**src/rtl/intctl_pkg.sv**
```systemverilog
// intctl_pkg: shared constants and types for the interrupt controller.
//   - register offsets on adr_i (CPU address [3:2])
//   - source bit positions in irq_i
//   - per-source interrupt code table used by the priority encoder
//   - src_vec_t, the 7-bit per-source vector type
package intctl_pkg;

  localparam int NSRC_DEF = 7;

  typedef logic [6:0] src_vec_t;

  // Register offsets
  localparam logic [1:0] REG_PENDING = 2'd0;
  localparam logic [1:0] REG_MASK    = 2'd1;
  localparam logic [1:0] REG_MODE    = 2'd2;
  localparam logic [1:0] REG_CODE    = 2'd3;

  // Source bit positions in irq_i
  localparam int SRC_UART0_TX = 0;
  localparam int SRC_UART0_RX = 1;
  localparam int SRC_TIMER0   = 2;
  localparam int SRC_TIMER1   = 3;
  localparam int SRC_TIMER2   = 4;
  localparam int SRC_TIMER3   = 5;
  localparam int SRC_MMU      = 6;

  localparam logic [3:0] CODE_NONE = 4'd0;

  // Code delivered to the CPU per source, indexed by source number.
  // The codes are not monotonic in priority: the CPU's vector table
  // predates this block, so uart lines keep codes 6/7 and MMU keeps 1.
  localparam logic [6:0][3:0] SRC_CODE = {
    4'd1,  // src6 MMU fault
    4'd5,  // src5 timer3
    4'd4,  // src4 timer2
    4'd3,  // src3 timer1
    4'd2,  // src2 timer0
    4'd6,  // src1 uart0 rx
    4'd7   // src0 uart0 tx
  };

endpackage

```
**src/rtl/intctl_if.sv**
```systemverilog
// intctl_if: Wishbone classic bus bundle between the CPU I/O decoder
// (master) and the interrupt controller register file (slave).
//   adr_i  [1:0]  register select (CPU address [3:2])
//   dat_i  [31:0] write data
//   dat_o  [31:0] read data (registered in the slave)
//   we_i          write enable
//   sel_i  [3:0]  byte selects, only bit 0 is honoured by the slave
//   stb_i         strobe
//   cyc_i         bus cycle
//   ack_o         one-cycle acknowledge
interface intctl_if;

  logic [1:0]  adr_i;
  logic [31:0] dat_i;
  logic [31:0] dat_o;
  logic        we_i;
  logic [3:0]  sel_i;
  logic        stb_i;
  logic        cyc_i;
  logic        ack_o;

  modport master (
    output adr_i, dat_i, we_i, sel_i, stb_i, cyc_i,
    input  dat_o, ack_o
  );

  modport slave (
    input  adr_i, dat_i, we_i, sel_i, stb_i, cyc_i,
    output dat_o, ack_o
  );

endinterface

```
**src/rtl/intctl_prienc.sv**
```systemverilog
// intctl_prienc: purely combinational 7-to-4 priority encoder.
// Picks the highest-priority active source (src6 highest, src0 lowest)
// and emits its code from intctl_pkg::SRC_CODE; no active source -> 0.
//   active [6:0]  masked and gated source vector
//   code   [3:0]  interrupt code for the winning source
module intctl_prienc
  import intctl_pkg::*;
(
  input  src_vec_t   active,
  output logic [3:0] code
);

  // Fixed priority chain, MMU fault first, uart0 tx last
  always_comb begin
    code = CODE_NONE;
    if (active[SRC_MMU]) begin
      code = SRC_CODE[SRC_MMU];
    end else if (active[SRC_TIMER3]) begin
      code = SRC_CODE[SRC_TIMER3];
    end else if (active[SRC_TIMER2]) begin
      code = SRC_CODE[SRC_TIMER2];
    end else if (active[SRC_TIMER1]) begin
      code = SRC_CODE[SRC_TIMER1];
    end else if (active[SRC_TIMER0]) begin
      code = SRC_CODE[SRC_TIMER0];
    end else if (active[SRC_UART0_RX]) begin
      code = SRC_CODE[SRC_UART0_RX];
    end else if (active[SRC_UART0_TX]) begin
      code = SRC_CODE[SRC_UART0_TX];
    end else begin
      code = CODE_NONE;
    end
  end

endmodule

```
**src/rtl/intctl.sv**
```systemverilog
// intctl: registered interrupt controller, Wishbone classic slave.
// Captures seven interrupt sources (edge or level per source), masks
// them, gates them with the CPU global enable and drives a registered
// 4-bit interrupt code to the CPU.
//
// Registers (adr_i), bits [31:7] read 0 and ignore writes:
//   0 PENDING  read, write-1-to-clear (edge-mode sources only)
//   1 MASK     read/write, 1 enables the source
//   2 MODE     read/write, 1 = edge, 0 = level
//   3 CODE     read-only, current interrupt_o in bits [3:0]
//
// Ports:
//   clk_i        system clock
//   rst_i        asynchronous active-high reset
//   bus          intctl_if.slave Wishbone bundle
//   irq_i  [6:0] sources, synchronous to clk_i (6 MMU, 5..2 timers,
//                1 uart0 rx, 0 uart0 tx)
//   int_en       CPU global interrupt enable
//   interrupt_o  registered interrupt code, 0 = none
//
// Build option: define INTCTL_NMI_EN to make the MMU fault (src6)
// non-maskable: it bypasses MASK and int_en, and MASK bit 6 reads 1.
module intctl
  import intctl_pkg::*;
#(
  parameter int NSRC = NSRC_DEF
) (
  input  logic       clk_i,
  input  logic       rst_i,
  intctl_if.slave    bus,
  input  src_vec_t   irq_i,
  input  logic       int_en,
  output logic [3:0] interrupt_o
);

  localparam int PAD_W = 32 - NSRC;

  logic        ack_r;
  logic [31:0] dat_r;
  src_vec_t    pending_r;
  src_vec_t    mask_r;
  src_vec_t    mode_r;
  src_vec_t    prev_r;
  logic [3:0]  code_r;

  logic        access_s;
  logic        wr_s;
  logic        wr_pending_s;
  logic        wr_mask_s;
  logic        wr_mode_s;
  src_vec_t    wdata_s;
  src_vec_t    clr_s;
  src_vec_t    edge_set_s;
  src_vec_t    pending_nxt_s;
  src_vec_t    mask_wr_s;
  src_vec_t    mask_rd_s;
  src_vec_t    active_s;
  src_vec_t    rd_s;
  logic [3:0]  enc_s;
  logic        unused_s;

  assign bus.ack_o   = ack_r;
  assign bus.dat_o   = dat_r;
  assign interrupt_o = code_r;

  // Upper data bits and upper byte selects carry nothing for this block
  assign unused_s = ^{bus.dat_i[31:7], bus.sel_i[3:1]};

  // Decode the access acknowledged on the coming edge; writes happen only there
  always_comb begin
    access_s     = bus.stb_i & bus.cyc_i & ~ack_r;
    wr_s         = access_s & bus.we_i & bus.sel_i[0];
    wdata_s      = bus.dat_i[6:0];
    wr_pending_s = 1'b0;
    wr_mask_s    = 1'b0;
    wr_mode_s    = 1'b0;
    if (wr_s) begin
      case (bus.adr_i)
        REG_PENDING: wr_pending_s = 1'b1;
        REG_MASK:    wr_mask_s    = 1'b1;
        REG_MODE:    wr_mode_s    = 1'b1;
        default: begin
          // CODE is read-only
          wr_pending_s = 1'b0;
          wr_mask_s    = 1'b0;
          wr_mode_s    = 1'b0;
        end
      endcase
    end else begin
      wr_pending_s = 1'b0;
      wr_mask_s    = 1'b0;
      wr_mode_s    = 1'b0;
    end
  end

  // Pending next state: level bits copy irq_i, edge bits latch rising edges
  // and clear on W1C; a new edge in the same cycle as a clear wins.
  always_comb begin
    edge_set_s = irq_i & ~prev_r;
    if (wr_pending_s) begin
      clr_s = wdata_s;
    end else begin
      clr_s = 7'h00;
    end
    pending_nxt_s = (mode_r & ((pending_r & ~clr_s) | edge_set_s))
                  | (~mode_r & irq_i);
  end

  // Mask views and active vector; NMI build hard-wires src6 as enabled
  always_comb begin
`ifdef INTCTL_NMI_EN
    mask_wr_s = {1'b0, wdata_s[5:0]};
    mask_rd_s = mask_r | 7'h40;
    active_s  = ({1'b0, pending_r[5:0] & mask_r[5:0]} & {7{int_en}})
              | {pending_r[6], 6'h00};
`else
    mask_wr_s = wdata_s;
    mask_rd_s = mask_r;
    active_s  = pending_r & mask_r & {7{int_en}};
`endif
  end

  // Register read mux, sampled into dat_o together with the ack
  always_comb begin
    case (bus.adr_i)
      REG_PENDING: rd_s = pending_r;
      REG_MASK:    rd_s = mask_rd_s;
      REG_MODE:    rd_s = mode_r;
      REG_CODE:    rd_s = {3'b000, code_r};
      default:     rd_s = 7'h00;
    endcase
  end

  intctl_prienc u_prienc (
    .active (active_s),
    .code   (enc_s)
  );

  // Bus handshake: one-cycle ack per access, read data captured with it
  always_ff @(posedge clk_i or posedge rst_i) begin
    if (rst_i) begin
      ack_r <= 1'b0;
      dat_r <= 32'h0000_0000;
    end else begin
      ack_r <= access_s;
      if (access_s) begin
        // Pre-write value: rd_s reflects registers before this edge
        dat_r <= {{PAD_W{1'b0}}, rd_s};
      end
    end
  end

  // Source capture and configuration registers
  always_ff @(posedge clk_i or posedge rst_i) begin
    if (rst_i) begin
      pending_r <= 7'h00;
      mask_r    <= 7'h00;
      mode_r    <= 7'h00;
      prev_r    <= 7'h00;
    end else begin
      pending_r <= pending_nxt_s;
      prev_r    <= irq_i;
      if (wr_mask_s) begin
        mask_r <= mask_wr_s;
      end
      if (wr_mode_s) begin
        mode_r <= wdata_s;
      end
    end
  end

  // Registered interrupt code towards the CPU
  always_ff @(posedge clk_i or posedge rst_i) begin
    if (rst_i) begin
      code_r <= 4'd0;
    end else begin
      code_r <= enc_s;
    end
  end

endmodule
```
**src/flat_wrapper.sv**
```systemverilog
// flat-port wrapper written by rule: the top's interface ports become plain ports
module intctl_flat import intctl_pkg::*;
#(
  parameter int NSRC = NSRC_DEF
)
  (clk_i, rst_i, irq_i, int_en, interrupt_o, bus_adr_i, bus_dat_i, bus_we_i, bus_sel_i, bus_stb_i, bus_cyc_i, bus_dat_o, bus_ack_o);
  intctl_if bus_i ();
  input  logic clk_i;
  input  logic rst_i;
  input  src_vec_t irq_i;
  input  logic int_en;
  output logic [3:0] interrupt_o;
  input wire logic [$bits(bus_i.adr_i)-1:0] bus_adr_i;
  input wire logic [$bits(bus_i.dat_i)-1:0] bus_dat_i;
  input wire logic [$bits(bus_i.we_i)-1:0] bus_we_i;
  input wire logic [$bits(bus_i.sel_i)-1:0] bus_sel_i;
  input wire logic [$bits(bus_i.stb_i)-1:0] bus_stb_i;
  input wire logic [$bits(bus_i.cyc_i)-1:0] bus_cyc_i;
  output wire logic [$bits(bus_i.dat_o)-1:0] bus_dat_o;
  output wire logic [$bits(bus_i.ack_o)-1:0] bus_ack_o;
  assign bus_i.adr_i = bus_adr_i;
  assign bus_i.dat_i = bus_dat_i;
  assign bus_i.we_i = bus_we_i;
  assign bus_i.sel_i = bus_sel_i;
  assign bus_i.stb_i = bus_stb_i;
  assign bus_i.cyc_i = bus_cyc_i;
  assign bus_dat_o = bus_i.dat_o;
  assign bus_ack_o = bus_i.ack_o;
  intctl #(.NSRC(NSRC)) u_core (.clk_i(clk_i), .rst_i(rst_i), .bus(bus_i), .irq_i(irq_i), .int_en(int_en), .interrupt_o(interrupt_o));
endmodule
```
**config.mk**
```make
export PLATFORM = sky130hd
export DESIGN_NAME = intctl_flat
export DESIGN_NICKNAME = d
export VERILOG_FILES = /design/src/rtl/intctl_pkg.sv /design/src/rtl/intctl_if.sv /design/src/rtl/intctl_prienc.sv /design/src/rtl/intctl.sv /design/src/flat_wrapper.sv
export SDC_FILE = /design/constraint.sdc
export NUM_CORES = 1
export LEC_CHECK = 0
export CORE_MARGIN = 2
export CORE_UTILIZATION = 41
export DETAILED_ROUTE_END_ITERATION = 8
export GPL_ROUTABILITY_DRIVEN = 1
export HOLD_SLACK_MARGIN = 0.15
export PLACE_DENSITY_LB_ADDON = 0.2
export SYNTH_ARGS = -nofsm -noshare
export SYNTH_HDL_FRONTEND = slang
export SYNTH_SLANG_ARGS = --single-unit
```
**constraint.sdc**
```tcl
create_clock -name clk_i -period 1.9 [get_ports clk_i]
set_clock_uncertainty 0.15 [all_clocks]
set_input_delay 0.57 -clock clk_i [delete_from_list [all_inputs] [get_ports clk_i]]
set_output_delay 0.57 -clock clk_i [all_outputs]
set_load 0.03 [all_outputs]
```
; After elaboration in Yosys (flattened, before gate mapping)
; Cells that the tools add are included.
[word_totals]
inputBits = 51
register_bits = 40
elab_cells = 42
output_inout_bits = 37
[classes]
n_reduce_logical = 1
n_eq_ne = 3
muxes = 15
bitwise_logic = 16
[ops]
columns = operator, n
row1 = $and A7 B7 Y7, 6
row2 = $pmux W7 S4, 1
row3 = $mux W4, 6
row4 = $not A7 Y7, 3
row5 = $or A7 B7 Y7, 2
row6 = $mux W7, 1
row7 = $mux W1, 6
row8 = $and A1 B1 Y1, 4
row9 = $eq A2 B2 Y1 const B, 2
row10 = $mux W3, 1
row11 = $eq A2 B1 Y1 const B, 1
row12 = $logic_not A2 Y1, 1
row13 = $not A1 Y1, 1

; Logic depth before layout (Yosys ltp)
; Gate-level depths: netlist (run 1).
[logic_depth]
word_depth = 11
depth_mapped = 4
ltp_nobuf = 3

; Modules after synthesis
; A second synthesis (run 1) with hierarchy kept.
[unflattened]
hier_cells = 159
area_unflattened_um2 = 1949.4
[by_module_without_submodules]
columns = mod, cells_per_inst, area_each_um2, instances
row1 = intctl, 147, 1881.8, 1
row2 = intctl_prienc, 12, 67.6, 1

; Worst setup path before layout (run 1)
; Ideal clock, no wire load.
[synth_path]
kind = input to register
from = input port bus_adr_i[0]
to = register u_core.mode_r[0]
t_required_ps = 1625
setup_slack_ps = 68
arrival_time_ps = 1557
setup_time_ps = 125
stages = 3
path_cell_list = buf_4 nor4b_4 mux2_2
[synth_between]
elab_chain_cells = 3
[synth_rtl]
columns = element, line_no
row1 = from (decl), flat_wrapper.sv:13  ; input wire logic [$bits(bus_i.adr_i)-1:0] bus_adr_i;
row2 = $eq A2 B2 Y1, intctl.sv:78  ; case (bus.adr_i)
row3 = $mux W1, intctl.sv:78
row4 = $mux W1, intctl.sv:77  ; if (wr_s) begin
row5 = to (signal assigned), intctl.sv:167  ; mode_r <= wdata_s;
row6 = to (decl), intctl.sv:42  ; src_vec_t mode_r;
; No other way between the ends.
; A chain may end at the register's enable or synchronous reset.

; Worst setup path after layout (run 1)
[layout_path]
from = register u_core.code_r[2] (netlist: u_core.interrupt_o[2])
to = output port interrupt_o[2]
[layout_rtl]
columns = element, line_no
row1 = from (decl), intctl.sv:44  ; logic [3:0] code_r;
row2 = from (signal assigned), intctl.sv:177  ; code_r <= enc_s;
row3 = to (decl), flat_wrapper.sv:12  ; output logic [3:0] interrupt_o;
; No word-level cell between the ends.

==> out/qor_table.md, run 1 <==
| Result | This run |
|:---|:---|
| Outcome | completed |
| Number of filler instances in the final layout | 386 |
| Overall fraction of global-route tracks in use | 0.165 |
| Post-layout utilization of the core | 0.547 |
| Kind of path behind the tightest hold check | flop to flop |
| Worst-case vdd ir drop | 0.491 mV |
| TritonCTS buffer count | 5 |
| Routability-driven placement congestion ratio | 0.848 |
| Power per standard cell area | 945 nW/um2 |
| Nets | 258 |
| Psw | 0.000719 W |
| CP peak stage delay | 400 ps |
| Switching part of the total power | 0.315 |
| Growth of design area from synthesis to finish | 26.8% |
| Initial antenna violation count | 0 |
| Final hold violation count | 0 |
| Area inside the core boundary | 4410 um2 |
| Cell family contributing the most delay on the critical path | buffers and inverters |
| DIE WIDTH | 72.2 um |
| Worst Setup End Kind | output pin |
| Max Transition Viols Final | 0 |
| Post-route worst hold slack | 330 ps |
| Buffers on Ports | 33 |
| Most common cell after layout, fill and taps aside | dfrtp_1 |
| CTS Root Buffer Type | clkbuf_8 |
| Register area | 976 um2 |
| WL final | 3980 um |
| Path type of the worst setup path | flop to output pin |
| Syn Area/Cell | 12.1 um2 |
| Required time of the worst setup path | 1180 ps |
| RSZ-0062 raised after global routing | no |
| Count of antenna diodes in the layout | 0 |
| Share of power burned in registers | 0.474 |
| Critical-path cell with the highest stage delay | dlygate4sd2_1 |
| Post-route setup TNS | 0 ps |
| Internal | 0.00156 W |
| Clock edge transition at the registers on the reported setup and hold paths | 70 ps |
| Worst hold path stage count | 2 |
| Buffer levels on the longest clock path | 2 |
| Startpoint types | flop |
| Final Total Pwr | 0.00228 W |
| CTS tree | built |
| Number of levels the H-tree was split into | 2 |
| Cells along the critical path | dlygate4sd2_1 |
| Clock group share of total power | 0.261 |
| Number of vias in the routed layout | 1,322 |
| Effective utilization at floorplan | 0.432 |
| Wire length per cell after detailed routing | 15.3 um |
| Number of core rows | 24 |
| Final setup viols | 0 |
| Syn Inst Count | 158 |
| Synthesized area | 1910 um2 |
| Fraction of final layout cells with drive strength greater than 1 | 0.216 |
| Area used by multi-input combinational logic | 822 um2 |
| Max Cap Violations | 0 |
| I/O Pins | 88 |
| Fin cells | 260 |
| Number of DRC violations after detailed routing | 0 |
| Dominant register cell in the synthesized netlist | dfrtp_1 |
| Skew-Pair Late Insertion Delay | 280 ps |
| Top library cells by usage in the layout, fill and taps aside | dfrtp_1 (39), conb_1 (26), nand2_1 (23), clkdlybuf4s50_1 (16), dlygate4sd2_1 (15) |
| Count of cells along the worst register-to-register path | 4 |
| Global-route wire length before repair | 6440 um |
| Logic depth of the worst setup path including buffers | 1 |
| Total number of clock tree sinks | 39 |
| Sum of buffers and inverters on the critical path | 1 |
| Post-DRT Antenna Nets | 0 |
| Netlist cell types | 27 |
| Sequential-to-total area share from yosys stat | 0.512 |
| First drt pass iteration count | 4 |
| DR vias/cell | 5.08 |
| GRT Residual Overflow | 0 |
| Number of synthesized flops with an enable pin | 0 |
| DP Wirelength | 2910 um |
| Number of synthesis warnings | 0 |
| Min cycle time layout | 1770 ps |
| Starting DRT DRC Count | 72 |
| Via count of the first global-routing pass | 1,283 |
| Flip-flop and latch count after synthesis | 39 |
| Worst Path Max Fanout | 2 |
| Final clock period utilization by the worst path | 0.934 |
| Total Die Area | 5210 um2 |
| Async set-reset flop share out of synthesis | 1.00 |
| Number of placed cells counting well taps | 250 |
| Maximum number of pins on one net before global-route repair | 40 |
| Critical Path AT | 1050 ps |
| Vert. Die Dim | 72.2 um |
| Leakage component of the power | 1.19 nW |
| Portion of total power attributed to combinational logic | 0.264 |
| Maximum frequency from static timing analysis | 563 MHz |
==> path summary, 6_finish.rpt <==
kind	start	to	slack [ps]
hold reg to reg	u_core.bus.dat_o[3]$_DFFE_PP0N_	u_core.bus.dat_o[3]$_DFFE_PP0N_	330
setup reg to reg	u_core.bus.ack_o$_DFF_PP0_	u_core.mode_r[2]$_DFFE_PP0P_	210
setup / recovery	u_core.interrupt_o[2]$_DFF_PP0_	interrupt_o[2]	130
hold / removal	u_core.bus.dat_o[3]$_DFFE_PP0N_	u_core.bus.dat_o[3]$_DFFE_PP0N_	330
min in group asynchronous	rst_i	u_core.bus.dat_o[0]$_DFFE_PP0N_	470
max in group asynchronous	rst_i	u_core.mode_r[0]$_DFFE_PP0P_	910
==> logic make-up (layout without fill, tap and decap cells) <==
group	Yosys count	count (layout)	share of synthesized area
other cells	1	26	0.00197
flops	39	39	0.512
compound gates	30	30	0.114
buf+inv	33	58	0.119
simple gates	31	31	0.0965
mux	24	24	0.157
==> power by group through the flow <==
stage / registers (W) / logic [W] / clock network [W]
2_1_floorplan: 0.00116 / 0.000349 / 0
3_3_place_gp: 0.00109 / 0.000606 / 0
3_5_place_dp: 0.00110 / 0.000624 / 0
4_1_cts: 0.00108 / 0.000591 / 0.000612
5_1_grt: 0.00111 / 0.000649 / 0.000653
6_report: 0.00108 / 0.000603 / 0.000597
==> area by class of cell <==
class | instances | share of cell area
multi-input combinational | 111 | 0.340
tap | 52 | 0.0269
timing repair buffer | 46 | 0.181
clock buffer | 8 | 0.0414
inverter | 4 | 0.00621
sequential | 39 | 0.404
==> through the flow <==
stage          area, um2  worst slack (ps)
3_3_place_gp        2280              -441
2_1_floorplan       2000              68.5
5_1_grt             2420              77.0
6_report            2420               125
4_1_cts             2380             -7.58
3_5_place_dp        2280              -439
==> Yosys cell counts (3+ instances only) <==
cell type | count | area, um2
dfrtp_1 | 39 | 976
buf_4 | 27 | 203
nand2_1 | 24 | 90.1
mux2_2 | 17 | 191
a22oi_1 | 9 | 67.6
a31oi_1 | 7 | 43.8
a2bb2oi_1 | 4 | 35.0
inv_1 | 4 | 15.0
mux2i_1 | 4 | 40.0
o21ai_0 | 4 | 20.0
mux4_2 | 3 | 67.6
==> registers in the layout, summed over array words and instances (netlist names) <==
signal,count
u_core.bus.ack_o,1
u_core.interrupt_o,3
u_core.pending_r,7
u_core.mask_r,7
u_core.mode_r,7
u_core.prev_r,7
u_core.bus.dat_o,7
==> repair_timing <==
item / in CTS / in global routing
buffers inserted: 1 / 1
pin swaps: 2 / 2
hold buffers: 0 / 0
setup endpoints to repair: 32 / 7
resized for setup: 18 / 9
cloned: 0 / 0
==> metal layers <==
layer  GRT usage  wire [um]  up-vias
met5           0          0        -
met4      0.0734         93        0
met3      0.0458        236        8
met2       0.251       1900       45
met1       0.222       1760      653
li1            -          -      616
(Power assumes the default switching activity.)
==> run 2: changes to the inputs <==
--- a/config.mk
+++ b/config.mk
@@ -5,7 +5,6 @@
 export SDC_FILE = /design/constraint.sdc
 export NUM_CORES = 1
 export LEC_CHECK = 0
-export CORE_MARGIN = 2
 export CORE_UTILIZATION = 41
 export DETAILED_ROUTE_END_ITERATION = 8
 export GPL_ROUTABILITY_DRIVEN = 1
==> out/qor_table.md, run 2 (synthesized netlist as in run 1, its figures left out) <==
| Result | This run | vs previous |
|:---|:---|:---|
| Outcome | completed |  |
| Number of vias in the routed layout | 1,312 | -0.76% |
| Worst-case vdd ir drop | 0.421 mV | -14% |
| Kind of path behind the tightest hold check | flop to flop |  |
| CTS tree | built |  |
| Initial antenna violation count | 0 | unchanged |
| Top library cells by usage in the layout, fill and taps aside | dfrtp_1 (39), conb_1 (26), nand2_1 (23), clkdlybuf4s50_1 (16) |  |
| Worst min-delay path endpoint | u_core.bus.dat_o[5]$_DFFE_PP0N_ |  |
| Startpoint types | primary input |  |
| Setup slack, reg-to-reg | 200 ps | about the same |
| First drt pass iteration count | 4 | unchanged |
| RSZ-0062 raised after global routing | no |  |
| Starting DRT DRC Count | 49 | -32% |
| Power per standard cell area | 938 nW/um2 | -0.73% |
| Worst Setup End Kind | flop |  |
| Skew-Pair Late Insertion Delay | 290 ps | about the same |
| Max Transition Viols Final | 0 | unchanged |
| Max Cap Violations | 0 | unchanged |
| DIE WIDTH | 70.2 um | -2.8% |
| Global-route wire length before repair | 6340 um | -1.6% |
| DR vias/cell | 5.01 | -1.5% |
| DP Wirelength | 2780 um | -4.4% |
| Count of antenna diodes in the layout | 0 | unchanged |
| Count of cells along the worst register-to-register path | 4 | unchanged |
| Fraction of final layout cells with drive strength greater than 1 | 0.229 | +0.0122 |
| Buffer levels on the longest clock path | 2 | unchanged |
| Critical Path AT | 1800 ps | +750 ps |
| Required time of the worst setup path | 1920 ps | +740 ps |
| Worst hold path stage count | 2 | unchanged |
| Internal | 0.00156 W | -0.39% |
| Leakage component of the power | 1.19 nW | about the same |
| Worst slack after detailed placement | -426 ps | +13.6 ps |
| Final setup viols | 0 | unchanged |
| Clock group share of total power | 0.264 | +0.003 |
| Post-route setup TNS | 0 ps | unchanged |
| Worst Path Max Fanout | 4 | +2 |
| HP Start | u_core.bus.dat_o[5]$_DFFE_PP0N_ |  |
| Endpoint of the lowest-slack register-to-register path | u_core.mode_r[2]$_DFFE_PP0P_ |  |
| CP Launch Point | bus_cyc_i |  |
| Setup slack after layout | 118 ps | -7.42 ps |
| Overall fraction of global-route tracks in use | 0.170 | +0.00474 |
| Psw | 0.000711 W | -1.1% |
| Vert. Die Dim | 70.2 um | -2.8% |
| Wire length per cell after detailed routing | 14.4 um | -6.1% |
| GRT Residual Overflow | 0 | unchanged |
| Final Total Pwr | 0.00227 W | -0.63% |
| Fin cells | 262 | +0.77% |
| Maximum number of pins on one net before global-route repair | 40 | unchanged |
| Maximum frequency from static timing analysis | 561 MHz | -0.42% |
| Total Die Area | 4920 um2 | -5.5% |
| Effective utilization at floorplan | 0.432 | unchanged |
| Number of DRC violations after detailed routing | 0 | unchanged |
| Switching part of the total power | 0.313 | -0.00163 |
| Clock edge transition at the registers on the reported setup and hold paths | 70 ps | about the same |
| Launch instance of the worst register-to-register path | u_core.bus.ack_o$_DFF_PP0_ |  |
| Portion of total power attributed to combinational logic | 0.261 | -0.003 |
| Most common cell after layout, fill and taps aside | dfrtp_1 |  |
| Post-route worst hold slack | 323 ps | -6.55 ps |
| Min cycle time layout | 1780 ps | +7.42 ps |
| Final clock period utilization by the worst path | 0.938 | +0.00390 |
| Post-DRT Antenna Nets | 0 | unchanged |
| Buffers on Ports | 33 | unchanged |
| Number of core rows | 24 | unchanged |
| Path type of the worst setup path | primary input to flop |  |
| Number of levels the H-tree was split into | 2 | unchanged |
| Via count of the first global-routing pass | 1,280 | -0.23% |
| Area inside the core boundary | 4410 um2 | unchanged |
| Total number of clock tree sinks | 39 | unchanged |
| Final hold violation count | 0 | unchanged |
| WL final | 3770 um | -5.4% |
| Share of power burned in registers | 0.475 | about the same |
| Routability-driven placement congestion ratio | 0.833 | -1.9% |
| Growth of design area from synthesis to finish | 26.9% |  |
| TritonCTS buffer count | 5 | unchanged |
| CTS Root Buffer Type | clkbuf_8 |  |
| I/O Pins | 88 | unchanged |
| Number of placed cells counting well taps | 251 | +0.40% |
| Quantity of hold-fixing buffers added after cts | 0 | unchanged |
| Nets | 260 | +0.78% |
run 2: layout make-up:
type / count / area (um2)
Clock buffer: 8 / 100
Fill cell: 366 / 2000
Inverter: 4 / 15.0
Multi-Input combinational cell: 111 / 810
Sequential cell: 39 / 976
Tap cell: 52 / 65.1
Timing Repair Buffer: 48 / 453
run 2: power by group through the flow:
stage               sequential (W)  combinational (W)  clock, W
floorplan                  0.00116           0.000349         0
global placement           0.00109           0.000607         0
detailed placement         0.00110           0.000620         0
CTS                        0.00108           0.000591  0.000619
global route               0.00110           0.000640  0.000655
finish                     0.00108           0.000592  0.000599
run 2: worst max-delay path, stage by stage:
cell and delay [ps]:
dlygate4sd2_1 240, nand3b_4 130, nor4b_4 340, buf_4 200
mux2_2 330
run 2: timing repair:
item	CTS	global route
setup endpoints to repair	30	26
pin swaps	3	2
setup buffers	2	1
resized for setup	19	5
run 2: worst max-delay path by stage:
stage	end	slack [ps]	cells past startpoint
after CTS	u_core.mode_r[3]$_DFFE_PP0P_	-20	5
after detailed placement	u_core.mode_r[6]$_DFFE_PP0P_	-430	5
after global placement	u_core.bus.dat_o[2]$_DFFE_PP0N_	-400	4
final	u_core.mode_r[2]$_DFFE_PP0P_	120	5
after floorplan	u_core.mode_r[0]$_DFFE_PP0P_	70	3
after global routing	u_core.mode_r[2]$_DFFE_PP0P_	70	5
run 2: routing by layer:
metal	wire length, um	track usage
met1	1730	0.226
met2	1760	0.261
met3	204	0.0462
met4	77	0.0733
met5	0	0
run 2: metrics by stage:
| step | util | instance area (um2) |
|---|---|---|
| 4_1_cts | 0.543 | 2400 |
| 3_3_place_gp | 0.518 | 2290 |
| 6_report | 0.548 | 2420 |
| 5_1_grt | 0.548 | 2420 |
| 3_5_place_dp | 0.518 | 2290 |
| 2_1_floorplan | - | 2000 |
==> run 3: changes to the inputs <==
--- a/config.mk
+++ b/config.mk
@@ -5,11 +5,12 @@
 export SDC_FILE = /design/constraint.sdc
 export NUM_CORES = 1
 export LEC_CHECK = 0
-export CORE_UTILIZATION = 41
+export CORE_UTILIZATION = 43
 export DETAILED_ROUTE_END_ITERATION = 8
 export GPL_ROUTABILITY_DRIVEN = 1
 export HOLD_SLACK_MARGIN = 0.15
 export PLACE_DENSITY_LB_ADDON = 0.2
 export SYNTH_ARGS = -nofsm -noshare
 export SYNTH_HDL_FRONTEND = slang
+export SYNTH_HIERARCHICAL = 1
 export SYNTH_SLANG_ARGS = --single-unit
==> constraint.sdc (replaced) <==
create_clock -name clk_i -period 2.16 [get_ports clk_i]
set_clock_uncertainty 0.15 [all_clocks]
set_input_delay 0.648 -clock clk_i [delete_from_list [all_inputs] [get_ports clk_i]]
set_output_delay 0.648 -clock clk_i [all_outputs]
set_load 0.03 [all_outputs]
==> out/qor_table.md, run 3 <==
| Result | This run | vs previous |
|:---|:---|:---|
| Outcome | completed |  |
| Total Die Area | 4810 um2 | -2.4% |
| GRT Residual Overflow | 0 | unchanged |
| Buffer levels on the longest clock path | 2 | unchanged |
| Clock edge transition at the registers on the reported setup and hold paths | 70 ps | about the same |
| Post-route worst hold slack | 339 ps | +15.1 ps |
| Count of cells along the worst register-to-register path | 4 | unchanged |
| Top library cells by usage in the layout, fill and taps aside | dfrtp_1 (40), clkdlybuf4s50_1 (29), conb_1 (26), mux2_2 (18), nand2_1 (18) |  |
| Final Total Pwr | 0.00222 W | -2.4% |
| Fin cells | 259 | -1.1% |
| Psw | 0.000629 W | -11% |
| End of the critical path | bus_dat_o[3] |  |
| Share of the synthesized area in the top cell type | 0.513 | +0.00133 |
| Syn Area/Cell | 12.3 um2 | +1.7% |
| Initial antenna violation count | 0 | unchanged |
| Critical Path AT | 1310 ps | -490 ps |
| Via count of the first global-routing pass | 1,324 | +3.4% |
| Sum of buffers and inverters on the critical path | 1 | -1 |
| Maximum frequency from static timing analysis | 474 MHz |  |
| Total number of clock tree sinks | 40 | +2.6% |
| First drt pass iteration count | 4 | unchanged |
| Wire length per cell after detailed routing | 14.4 um | -0.21% |
| Launch instance of the worst register-to-register path | u_core/bus.ack_o$_DFF_PP0_ |  |
| CP Launch Point | u_core/bus.dat_o[3]$_DFFE_PP0N_ |  |
| Dominant register cell in the synthesized netlist | dfrtp_1 |  |
| Effective utilization at floorplan | 0.448 | +0.0160 |
| Quantity of hold-fixing buffers added after cts | 0 | unchanged |
| Starting DRT DRC Count | 51 | +4.1% |
| Worst Path Max Fanout | 2 | -2 |
| Syn Inst Count | 159 | +0.63% |
| Routability-driven placement congestion ratio | 0.810 | -2.7% |
| TritonCTS buffer count | 5 | unchanged |
| CTS tree | built |  |
| Final setup viols | 0 | unchanged |
| Maximum number of pins on one net before global-route repair | 41 | +2.5% |
| CTS Root Buffer Type | clkbuf_8 |  |
| Cells along the critical path | clkdlybuf4s50_1 |  |
| I/O Pins | 88 | unchanged |
| DP Wirelength | 2780 um | about the same |
| Logic depth of the worst setup path including buffers | 1 | -4 |
| Most common cell after layout, fill and taps aside | dfrtp_1 |  |
| Power per standard cell area | 893 nW/um2 | -4.8% |
| Netlist cell types | 24 | -11% |
| Top cells by area in the synthesized netlist | dfrtp_1 (51%), buf_4 (10%), mux2_2 (10%) |  |
| Path type of the worst setup path | flop to output pin |  |
| Post-DRT Antenna Nets | 0 | unchanged |
| Worst Setup End Kind | output pin |  |
| Required time of the worst setup path | 1360 ps | -560 ps |
| Overall fraction of global-route tracks in use | 0.168 | -0.00148 |
| DIE WIDTH | 69.3 um | -1.2% |
| Count of antenna diodes in the layout | 0 | unchanged |
| Worst-case vdd ir drop | 0.699 mV | +66% |
| Post-route setup TNS | 0 ps | unchanged |
| Max Cap Violations | 0 | unchanged |
| Nets | 258 | -0.77% |
| Startpoint types | flop |  |
| Number of vias in the routed layout | 1,292 | -1.5% |
| Buffers on Ports | 34 | +3.0% |
| Dominant cell type by area after synthesis | dfrtp_1 |  |
| Register area | 1000 um2 | +2.6% |
| Number of core rows | 24 | unchanged |
| Vert. Die Dim | 69.3 um | -1.2% |
| Async set-reset flop share out of synthesis | 1.00 | unchanged |
| Skew-Pair Late Insertion Delay | 290 ps | about the same |
| Flip-flop and latch count after synthesis | 40 | +2.6% |
| Max Transition Viols Final | 0 | unchanged |
| Kind of path behind the tightest hold check | flop to flop |  |
| RSZ-0062 raised after global routing | no |  |
| Critical-path cell with the highest stage delay | clkdlybuf4s50_1 |  |
| DR vias/cell | 4.99 | -0.38% |
| Global-route wire length before repair | 6170 um | -2.7% |
| CP peak stage delay | 670 ps | +330 ps |
| Synthesized area | 1950 um2 | +2.3% |
| Final clock period utilization by the worst path | 0.977 |  |
| Growth of design area from synthesis to finish | 27.2% |  |
| Sequential-to-total area share from yosys stat | 0.513 | +0.00133 |
| Number of synthesized flops with an enable pin | 0 | unchanged |
| Leakage component of the power | 1.22 nW | +2.6% |
| Share of power burned in registers | 0.432 | -0.043 |
| Internal | 0.00159 W | +1.8% |
| Switching part of the total power | 0.284 | -0.0293 |
| Setup slack, reg-to-reg | 520 ps | +320 ps |
| Most numerous cell types in the synthesized netlist | dfrtp_1 (40), buf_4 (27), mux2_2 (18), nand2_1 (18) |  |
| Clock group share of total power | 0.318 | +0.054 |
| Endpoint of the lowest-slack register-to-register path | u_core/mask_r[1]$_DFFE_PP0P_ |  |
| Cell family contributing the most delay on the critical path | buffers and inverters |  |
| Portion of total power attributed to combinational logic | 0.250 | -0.011 |
| Min cycle time layout | 2110 ps |  |
| Fraction of final layout cells with drive strength greater than 1 | 0.222 | -0.00635 |
| Area inside the core boundary | 4350 um2 | -1.4% |
| Number of placed cells counting well taps | 252 | +0.40% |
| WL final | 3720 um | -1.4% |
| Top-count cell post-synth | dfrtp_1 |  |
| Number of DRC violations after detailed routing | 0 | unchanged |
| Number of levels the H-tree was split into | 2 | unchanged |
| Number of filler instances in the final layout | 358 | -2.2% |
| Area used by multi-input combinational logic | 810 um2 | unchanged |
| Final hold violation count | 0 | unchanged |
| Number of synthesis warnings | 6 | +6 |
==> run 3: cell types whose count changed after synthesis, sizes merged, moves of 2 or more <==
cell / previous run / this run
and3: 0 / 7
nand2: 24 / 18
nor2: 1 / 5
a22oi: 9 / 7
==> run 3: worst min-delay path by stage <==
stage | slack, ps | cells after the start | from | to
after floorplan | 340 | 1 | u_core/mask_r[0]$_DFFE_PP0P_ | u_core/mask_r[0]$_DFFE_PP0P_
after global placement | 320 | 2 | u_core/bus.dat_o[6]$_DFFE_PP0N_ | u_core/bus.dat_o[6]$_DFFE_PP0N_
after detailed placement | 320 | 2 | u_core/bus.dat_o[4]$_DFFE_PP0N_ | u_core/bus.dat_o[4]$_DFFE_PP0N_
after CTS | 340 | 2 | u_core/bus.dat_o[4]$_DFFE_PP0N_ | u_core/bus.dat_o[4]$_DFFE_PP0N_
after global routing | 380 | 2 | u_core/bus.dat_o[4]$_DFFE_PP0N_ | u_core/bus.dat_o[4]$_DFFE_PP0N_
final | 340 | 2 | u_core/bus.dat_o[5]$_DFFE_PP0N_ | u_core/bus.dat_o[5]$_DFFE_PP0N_
==> run 3: final cells by class <==
class	instances	area share
clock buffers	5	0.0277
clock inverters	2	0.0242
inverters	3	0.00454
multi-input cells	111	0.326
flip-flops and latches	40	0.404
well taps	52	0.0262
repair buffers	46	0.187
==> run 3: cell families (layout without fill, tap and decap cells) <==
group	count (synthesis)	after routing	share of synthesized area
other	2	26	0.00385
AND/OR/NAND/NOR	36	36	0.114
buffers and inverters	32	56	0.117
multiplexers	25	25	0.166
flip-flops	40	40	0.513
AO/OA/AOI/OAI	24	24	0.0860
==> run 3: what timing repair did <==
action / in CTS / in global routing
resized for setup: 1 / 4
setup buffers: 0 / 0
endpoints found under the setup margin: 1 / 4
==> run 3: power groups by stage <==
stage	Sequential, W	Clock [W]	Combinational (W)
floorplan	0.00105	0	0.000303
global placement	0.000962	0	0.000550
detailed placement	0.000971	0	0.000564
CTS	0.000957	0.000722	0.000561
global route	0.000973	0.000757	0.000592
finish	0.000957	0.000704	0.000555
==> run 3: layer usage <==
| metal | GRT usage | part of all wire | up-vias |
|---|---|---|---|
| li1 | - | - | 610 |
| met1 | 0.197 | 0.42 | 630 |
| met2 | 0.288 | 0.51 | 47 |
| met3 | 0.0538 | 0.057 | 5 |
| met4 | 0.0635 | 0.015 | 0 |
| met5 | 0 | 0 | - |
==> run 3: metrics by stage <==
stage / instance area (um2) / setup slack [ps] / util
finish: 2480 / 49.0 / 0.570
global route: 2480 / 10.3 / 0.570
CTS: 2470 / 18.1 / 0.567
detailed placement: 2340 / -224 / 0.538
global placement: 2340 / -213 / 0.538
floorplan: 2040 / 262 / -
